==> config.mk <==
export PLATFORM = sky130hd
export DESIGN_NAME = sm_stepper_ctrl_flat
export DESIGN_NICKNAME = d
export VERILOG_FILES = /design/src/rtl/sm_stepper_ctrl_if.sv /design/src/rtl/sm_stepper_ctrl.sv /design/src/flat_wrapper.sv
export SDC_FILE = /design/constraint.sdc
export NUM_CORES = 1
export LEC_CHECK = 0
export CELL_PAD_IN_SITES_DETAIL_PLACEMENT = 1
export CELL_PAD_IN_SITES_GLOBAL_PLACEMENT = 1
export CORE_ASPECT_RATIO = 1.25
export CORE_MARGIN = 2
export CORE_UTILIZATION = 38
export DETAILED_ROUTE_END_ITERATION = 16
export PLACE_DENSITY = 0.86
export SLEW_MARGIN = 20
export SYNTH_ARGS = -nofsm -noshare
export SYNTH_HDL_FRONTEND = slang
export SYNTH_SLANG_ARGS = --single-unit
==> constraint.sdc <==
create_clock -name CLK -period 2.9 [get_ports CLK]
set_input_delay 0.58 -clock CLK [delete_from_list [all_inputs] [get_ports CLK]]
set_output_delay 0.58 -clock CLK [all_outputs]
set_load 0.02 [all_outputs]
==> src/rtl/sm_stepper_ctrl_if.sv <==
// Command/status bundle between a motion master and the stepper controller.
interface sm_stepper_ctrl_if #(
    parameter int unsigned DIV_W = 16,
    parameter int unsigned CNT_W = 16
);
    logic             EN;
    logic [1:0]       MODE;
    logic             DIR;
    logic [DIV_W-1:0] DIV;
    logic [CNT_W-1:0] STEPS;
    logic             START;
    logic             STOP;
    logic             A1;
    logic             B1;
    logic             A2;
    logic             B2;
    logic             BUSY;
    logic             DONE;
    logic [CNT_W-1:0] STEPS_LEFT;
    logic [2:0]       PHASE;

    modport master (
        output EN, MODE, DIR, DIV, STEPS, START, STOP,
        input  A1, B1, A2, B2, BUSY, DONE, STEPS_LEFT, PHASE
    );

    modport slave (
        input  EN, MODE, DIR, DIV, STEPS, START, STOP,
        output A1, B1, A2, B2, BUSY, DONE, STEPS_LEFT, PHASE
    );
endinterface

==> src/rtl/sm_stepper_ctrl.sv <==
// Two-phase bipolar stepper sequencer: wave/full/half stepping with a
// programmable step period, step count, pause (EN) and abort (STOP).
module sm_stepper_ctrl #(
    parameter int unsigned DIV_W = 16,
    parameter int unsigned CNT_W = 16
) (
    input  logic             CLK,
    input  logic             RST,
    sm_stepper_ctrl_if.slave bus
);

    typedef enum logic {
        S_IDLE = 1'b0,
        S_RUN  = 1'b1
    } state_t;

    localparam logic [1:0] MODE_WAVE = 2'b00;
    localparam logic [1:0] MODE_HALF = 2'b10;

    state_t           state_q, state_d;
    logic [2:0]       phase_q, phase_d;
    logic [DIV_W-1:0] presc_q, presc_d;
    logic [CNT_W-1:0] steps_q, steps_d;
    logic [1:0]       mode_q, mode_d;
    logic             dir_q, dir_d;
    logic [DIV_W-1:0] div_q, div_d;
    logic [3:0]       coils_q, coils_d;
    logic             done_q, done_d;
    logic             busy_q, busy_d;

    logic             want_odd;
    logic             single_step;
    logic [2:0]       step_mag;
    logic [2:0]       phase_step;

    // {A1,B1,A2,B2} for each phase index
    function automatic logic [3:0] coil_pattern(input logic [2:0] idx);
        logic [3:0] pat;
        case (idx)
            3'd0:    pat = 4'b1000;
            3'd1:    pat = 4'b1100;
            3'd2:    pat = 4'b0100;
            3'd3:    pat = 4'b0110;
            3'd4:    pat = 4'b0010;
            3'd5:    pat = 4'b0011;
            3'd6:    pat = 4'b0001;
            default: pat = 4'b1001;
        endcase
        return pat;
    endfunction

    // Wave sits on even indices, full on odd; a misaligned index takes one
    // single step to land on the right parity, after which steps are double.
    assign want_odd    = (mode_q != MODE_WAVE);
    assign single_step = (mode_q == MODE_HALF) || (phase_q[0] != want_odd);
    assign step_mag    = single_step ? 3'd1 : 3'd2;
    assign phase_step  = dir_q ? (phase_q + step_mag) : (phase_q - step_mag);

    always_ff @(posedge CLK) begin
        if (RST) begin
            state_q <= S_IDLE;
            phase_q <= 3'd0;
            presc_q <= '0;
            steps_q <= '0;
            mode_q  <= 2'b00;
            dir_q   <= 1'b0;
            div_q   <= '0;
            coils_q <= 4'b0000;
            done_q  <= 1'b0;
            busy_q  <= 1'b0;
        end else begin
            state_q <= state_d;
            phase_q <= phase_d;
            presc_q <= presc_d;
            steps_q <= steps_d;
            mode_q  <= mode_d;
            dir_q   <= dir_d;
            div_q   <= div_d;
            coils_q <= coils_d;
            done_q  <= done_d;
            busy_q  <= busy_d;
        end
    end

    always_comb begin
        state_d = state_q;
        phase_d = phase_q;
        presc_d = presc_q;
        steps_d = steps_q;
        mode_d  = mode_q;
        dir_d   = dir_q;
        div_d   = div_q;
        done_d  = 1'b0;

        case (state_q)
            S_IDLE: begin
                if (bus.START) begin
                    if (bus.STEPS != '0) begin
                        state_d = S_RUN;
                        mode_d  = bus.MODE;
                        dir_d   = bus.DIR;
                        div_d   = bus.DIV;
                        steps_d = bus.STEPS;
                        presc_d = '0;
                    end else begin
                        done_d = 1'b1;
                    end
                end
            end
            S_RUN: begin
                // STOP wins over a step due in the same cycle
                if (bus.STOP) begin
                    state_d = S_IDLE;
                    done_d  = 1'b1;
                end else if (bus.EN) begin
                    if (presc_q == div_q) begin
                        presc_d = '0;
                        phase_d = phase_step;
                        steps_d = steps_q - CNT_W'(1);
                        if (steps_q == CNT_W'(1)) begin
                            state_d = S_IDLE;
                            done_d  = 1'b1;
                        end
                    end else begin
                        presc_d = presc_q + DIV_W'(1);
                    end
                end
            end
            default: state_d = S_IDLE;
        endcase

        busy_d  = (state_d == S_RUN);
        coils_d = bus.EN ? coil_pattern(phase_d) : 4'b0000;
    end

    assign bus.A1         = coils_q[3];
    assign bus.B1         = coils_q[2];
    assign bus.A2         = coils_q[1];
    assign bus.B2         = coils_q[0];
    assign bus.BUSY       = busy_q;
    assign bus.DONE       = done_q;
    assign bus.STEPS_LEFT = steps_q;
    assign bus.PHASE      = phase_q;

endmodule
==> src/flat_wrapper.sv <==
// flat-port wrapper written by rule: the top's interface ports become plain ports
module sm_stepper_ctrl_flat 
#(
    parameter int unsigned DIV_W = 16,
    parameter int unsigned CNT_W = 16
)
  (CLK, RST, bus_EN, bus_MODE, bus_DIR, bus_DIV, bus_STEPS, bus_START, bus_STOP, bus_A1, bus_B1, bus_A2, bus_B2, bus_BUSY, bus_DONE, bus_STEPS_LEFT, bus_PHASE);
  sm_stepper_ctrl_if #(.DIV_W(DIV_W), .CNT_W(CNT_W)) bus_i ();
  input  logic CLK;
  input  logic RST;
  input wire logic [$bits(bus_i.EN)-1:0] bus_EN;
  input wire logic [$bits(bus_i.MODE)-1:0] bus_MODE;
  input wire logic [$bits(bus_i.DIR)-1:0] bus_DIR;
  input wire logic [$bits(bus_i.DIV)-1:0] bus_DIV;
  input wire logic [$bits(bus_i.STEPS)-1:0] bus_STEPS;
  input wire logic [$bits(bus_i.START)-1:0] bus_START;
  input wire logic [$bits(bus_i.STOP)-1:0] bus_STOP;
  output wire logic [$bits(bus_i.A1)-1:0] bus_A1;
  output wire logic [$bits(bus_i.B1)-1:0] bus_B1;
  output wire logic [$bits(bus_i.A2)-1:0] bus_A2;
  output wire logic [$bits(bus_i.B2)-1:0] bus_B2;
  output wire logic [$bits(bus_i.BUSY)-1:0] bus_BUSY;
  output wire logic [$bits(bus_i.DONE)-1:0] bus_DONE;
  output wire logic [$bits(bus_i.STEPS_LEFT)-1:0] bus_STEPS_LEFT;
  output wire logic [$bits(bus_i.PHASE)-1:0] bus_PHASE;
  assign bus_i.EN = bus_EN;
  assign bus_i.MODE = bus_MODE;
  assign bus_i.DIR = bus_DIR;
  assign bus_i.DIV = bus_DIV;
  assign bus_i.STEPS = bus_STEPS;
  assign bus_i.START = bus_START;
  assign bus_i.STOP = bus_STOP;
  assign bus_A1 = bus_i.A1;
  assign bus_B1 = bus_i.B1;
  assign bus_A2 = bus_i.A2;
  assign bus_B2 = bus_i.B2;
  assign bus_BUSY = bus_i.BUSY;
  assign bus_DONE = bus_i.DONE;
  assign bus_STEPS_LEFT = bus_i.STEPS_LEFT;
  assign bus_PHASE = bus_i.PHASE;
  sm_stepper_ctrl #(.DIV_W(DIV_W), .CNT_W(CNT_W)) u_core (.CLK(CLK), .RST(RST), .bus(bus_i));
endmodule
# Yosys cells after proc, flatten, opt, wreduce, memory -nomap -nowiden
# Index checks and enable logic that the tools add are counted.
# op_classes
div	0
n_reduce_logical	8
order_cmp	0
n_eq_ne	15
n_addsub	4
mux	33
bitwise_logic	2
shift	0
n_mul	0
# op_table
op	n
$mux 16	10
$pmux 16 s2	2
$pmux 4 s7	1
$add 16x1->16 const B	1
$eq 16x1->1 const B	1
$eq 16x16->1	1
$reduce_bool 16->1	1
$sub 16x1->16 const B	1
$mux 3	5
$mux 1	12
$eq 3x3->1 const B	3
$ne 2x2->1 const B	4
$eq 3x2->1 const B	2
$reduce_and 5->1	1
$pmux 1 s2	2
$reduce_and 4->1	1
$add 3x3->3	1
$eq 3x1->1 const B	1
$logic_not 3->1	1
$reduce_and 3->1	1
$sub 3x3->3	1
$eq 2x2->1 const B	1
$mux 2	1
$ne 2x1->1 const B	1
5 further kinds	6
# word_totals
in_bits	40
ramBits	0
latchBits	0
reg_bits	60
mem_bits_ro	0
out_inout_bits	25
memories	0
elab_cells	71

# Depth between registers and ports, before layout
# depth
word_depth	12
mapped_depth	9
mapped_depth_nobuf	9

# Worst setup path after synthesis
# Ideal clock, no wire load.
# synth_timing
path_kind	register to register
startpoint	register u_core.steps_q[10] (netlist: u_core.bus.STEPS_LEFT[10])
endpoint	register u_core.done_q (netlist: u_core.bus.DONE)
path_slack_ns	0.765
arrival_ns	2.055
setup_time_ns	0.079
required_time_ns	2.821
stages_incl_launch_ff	6
period_less_slack_ns	2.135
path_buffers	0
path_cell_list	dfxtp_1 or3_4 or2_4 or3_4 or4_4 a211oi_2
# synth_between
elab_chain_cells	6
# synth_lines
item	line_no	rtl
start, declared	sm_stepper_ctrl.sv:23	logic [CNT_W-1:0] steps_q, steps_d;
start signal, assigned	sm_stepper_ctrl.sv:75	steps_q <= steps_d;
$eq 16x1->1	sm_stepper_ctrl.sv:120	if (steps_q == CNT_W'(1)) begin
$mux 1	sm_stepper_ctrl.sv:120	
$mux 1	sm_stepper_ctrl.sv:116	if (presc_q == div_q) begin
$mux 1	sm_stepper_ctrl.sv:115	end else if (bus.EN) begin
$mux 1	sm_stepper_ctrl.sv:112	if (bus.STOP) begin
$pmux 1 s2	sm_stepper_ctrl.sv:95	case (state_q)
end signal, assigned	sm_stepper_ctrl.sv:80	done_q <= done_d;
end, declared	sm_stepper_ctrl.sv:28	logic done_q, done_d;
# Every way passes these cells.
# A chain may end at the register's enable or synchronous reset.

# Final worst setup path
# layout_timing
startpoint	input port bus_STEPS[2]
endpoint	register u_core.presc_q[8]
# layout_between
elab_chain_cells	3
# layout_lines
item	line_no	rtl
start, declared	flat_wrapper.sv:15	input wire logic [$bits(bus_i.STEPS)-1:0] bus_STEPS;
$reduce_bool 16->1	sm_stepper_ctrl.sv:98	if (bus.STEPS != '0) begin
$ne 2x1->1 (no line)	--	
$reduce_and 4->1 (no line)	--	
end signal, assigned	sm_stepper_ctrl.sv:74	presc_q <= presc_d;
end, declared	sm_stepper_ctrl.sv:22	logic [DIV_W-1:0] presc_q, presc_d;
# Every way passes these cells.

==> impl_metrics.yaml <==
floorplanning:
  io_pins: 65
  fp.dieW_um: 86.4
  rows: 37
  die-area_um2: 9250
  initial_core_util: 0.391
  core-area_um2: 8240
  die_y_um: 107
logic_synthesis:
  synth-main-ff-cell: "dfxtp_1"
  ys_types: 57
  yosysSeqAreaShare: 0.372
  synth_xor_area_frac: 0.0787
  synth_fa_ha_area_frac: 0.0178
  syn_nets: 424
  ys_ff_latch: 60
  synth-edff-count: 0
  syn_area_per_cell_um2: 8.49
  synth_compound_area_frac: 0.158
  synthSimpleGateAreaFrac: 0.235
  async_flop_share: 0
  synth_top_family_by_area: "simple AND/OR/NAND/NOR gates"
  yosys-mux-area-fraction: 0.0904
  syn_area_um2: 3230
  postSynthCellCount: 380
  yosys_warnings: 0
setup_path:
  start_kind: "input port"
  r2r_slack_ns: 0.51
  arrival_ns: 2.87
  reg2reg_from: "u_core.presc_q[1]$_SDFFE_PP0P_"
  critPathMaxFanout: 11
  crit_type: "input port to register"
  worstPathRequired_ns: 3.17
  r2r-end: "u_core.presc_q[8]$_SDFFE_PP0P_"
  worst-r2r-cell-count: 7
  end_kind: "register"
routing:
  num_vias: 3097
  wirelength_um: 9460
  ant_nets: 0
  wire_per_inst_um: 17.4
  drc: 0
  dr.pass1.iters: 4
  via_per_inst: 5.69
  drt_iter0_drc: 130
min_path:
  whs_endpoint: "u_core.bus.STEPS_LEFT[13]$_SDFFE_PP0P_"
  whs_path_depth: 2
  hold_class: "register to register"
  min-delay-start: "u_core.bus.STEPS_LEFT[13]$_SDFFE_PP0P_"
finish:
  finish.instance_area_um2: 4130
  drive_gt1_frac: 0.0783
  insertedDiodeCount: 0
  syn2layout_area_growth_pct: 28.1
  final_cells: 544
  fin_nets: 488
  fillers: 994
timing:
  maxSlewHeadroom: 0.537
  slew_viol_final: 0
  fmax_mhz: 384
  hold_viol: 0
  min_period_ns: 2.60
  finalSetupViolations: 0
  rsz0062_at_grt: "no"
  worst_pin_slew_ns: 0.694
  period_share: 0.897
  skew_ns: 0.00914
  hold_ws_ns: 0.506
pwr:
  powerDensity_nw_per_um2: 492
  swShare: 0.311
  power.total_mw: 2.03
  ir_worst_vdd_mv: 0.267
  power_frac_comb: 0.230
  clkPwrFrac: 0.319
  power.leakage_nw: 1.67
  p_sw_mw: 0.632
  intPower_mw: 1.40
  seq_power_share: 0.451
clock_tree:
  ctsResizeCount: 0
  cts.sinks: 60
  cts_max_level: 3
  clk_latency_ns: 0.34
  cts_made_buffers: 9
  max-clock-path-buffers: 2
  hold_buffers: 0
  cts.clk_slew.worst_paths_ns: 0.07
  cts-root-buf: "clkbuf_8"
  cts_tree: "built"
  post_cts.repair.setup_buffers: 0
global_routing:
  antenna_found_initial: 0
  grt_max_degree: 38
  grt_pass1_wl_um: 15700
  grt_overflow: 0
  grt_pass1_vias: 3297
  grt_usage: 0.215
flow_run:
  drv_cap: 0
placed_design:
  place_congestion: 0.863
  dp_hpwl_um: 6880
  io_buffers: 64
  place_inst: 530
  placed_area_um2: 3980
run_status:
  status: "complete, no violations"
==> worst max-delay path, cell delays in order <==
cell	delay [ns]
clkdlybuf4s50_1	0.47
nor4_1	0.43
nand4_1	0.25
o22ai_1	0.22
buf_4	0.19
a21o_1	0.21
nand2b_1	0.31
nor2_1	0.20
==> worst max-delay path by stage <==
stage                                                start                         endpoint  depth (start not counted)
global route                                 bus_STEPS[11]  u_core.presc_q[10]$_SDFFE_PP0P_                          8
CTS                                          bus_STEPS[11]   u_core.presc_q[5]$_SDFFE_PP0P_                          8
finish                                        bus_STEPS[2]   u_core.presc_q[8]$_SDFFE_PP0P_                          8
floorplan           u_core.bus.STEPS_LEFT[10]$_SDFFE_PP0P_       u_core.bus.DONE$_SDFF_PP0_                          5
detailed placement                           bus_STEPS[11]  u_core.presc_q[10]$_SDFFE_PP0P_                          8
global placement                             bus_STEPS[11]   u_core.presc_q[2]$_SDFFE_PP0P_                          8
==> synth_stat cells (2+ instances only) <==
cell type   n  area, µm²
dfxtp_1    60       1200
nor2_1     48        180
mux2i_1    28        280
xor2_1     28        245
nand2_1    24       90.1
a21oi_1    23        115
clkbuf_1   15       56.3
nor3_1     13       65.1
nand3_1    11       55.1
o21ai_1    11       55.1
inv_1      10       37.5
nand4_1     9       56.3
nor4_1      9       56.3
a211oi_1    7       52.6
o21ai_0     7       35.0
and3_1      6       37.5
nand2b_1    6       37.5
o31ai_1     5       37.5
nor2b_1     4       25.0
a22oi_1     3       22.5
ha_1        3       37.5
o41ai_1     3       26.3
a211o_1     2       17.5
a21o_1      2       15.0
a31oi_1     2       12.5
and2_1      2       12.5
and4_1      2       17.5
buf_2       2       10.0
buf_6       2       22.5
nand3b_1    2       15.0
nor4_2      2       25.0
o2bb2ai_1   2       17.5
o311ai_0    2       17.5
or3_4       2       22.5
==> kinds of logic (layout without fill, tap and decap cells) <==
logic type,Yosys count,in the layout
mux,29,29
xor+xnor,29,29
flops,60,60
buf+inv,32,99
fa+ha+maj,4,4
compound gates,79,79
simple gates,147,147
==> placed cells by master (no fill, tap or decap), types with 3 or more instances in the layout <==
cell / n
nor2b_1: 4
clkinv_2: 3
nand4_1: 9
nor4_1: 9
o41ai_1: 3
a22oi_1: 3
nor3_1: 13
dfxtp_1: 60
xor2_1: 28
ha_1: 3
mux2i_1: 28
clkdlybuf4s50_1: 63
nor2_1: 48
o21ai_0: 7
inv_1: 10
and3_1: 6
nand2_1: 24
a21oi_1: 23
o31ai_1: 5
clkbuf_8: 10
nand3_1: 11
nand2b_1: 6
a211oi_1: 7
buf_4: 9
o21ai_1: 11
==> state kept, by name, indices dropped and copies added (netlist names) <==
signal / cells
u_core.state_q: 1
u_core.bus.STEPS_LEFT: 16
u_core.bus.DONE: 1
u_core.div_q: 16
u_core.presc_q: 16
u_core.coils_q: 4
u_core.dir_q: 1
u_core.mode_q: 2
u_core.bus.PHASE: 3
==> metal layers <==
layer | part of all wire | track usage | up-vias
met1 | 0.41 | 0.234 | 1505
met5 | 0 | 0 | -
met4 | 0.021 | 0.0926 | 0
met3 | 0.039 | 0.0300 | 16
li1 | - | - | 1493
met2 | 0.53 | 0.405 | 83
==> layout make-up <==
class                   instances  area [µm²]  share of cell area
flip-flops and latches         60        1200               0.291
repair buffers                 75         743               0.180
inverters                      10        37.5             0.00909
multi-input cells             288        1870               0.453
well taps                      97         121              0.0294
clock inverters                 3        15.0             0.00363
clock buffers                  11         141              0.0342
==> power groups by stage <==
| stage | Clock, mW | Combinational [mW] | Sequential, mW |
|---|---|---|---|
| floorplan | 0 | 0.259 | 0.946 |
| global placement | 0 | 0.453 | 0.932 |
| detailed placement | 0 | 0.463 | 0.935 |
| CTS | 0.662 | 0.468 | 0.917 |
| global route | 0.692 | 0.507 | 0.923 |
| finish | 0.648 | 0.468 | 0.916 |
==> through the flow <==
step | TNS, ns | worst slack (ns) | util
global route | 0 | 0.0192 | 0.501
floorplan | 0 | 0.765 | -
CTS | 0 | 0.271 | 0.501
global placement | 0 | 0.0841 | 0.482
detailed placement | -0.547 | -0.0631 | 0.482
finish | 0 | 0.298 | 0.501
(Power assumes the default switching activity.)
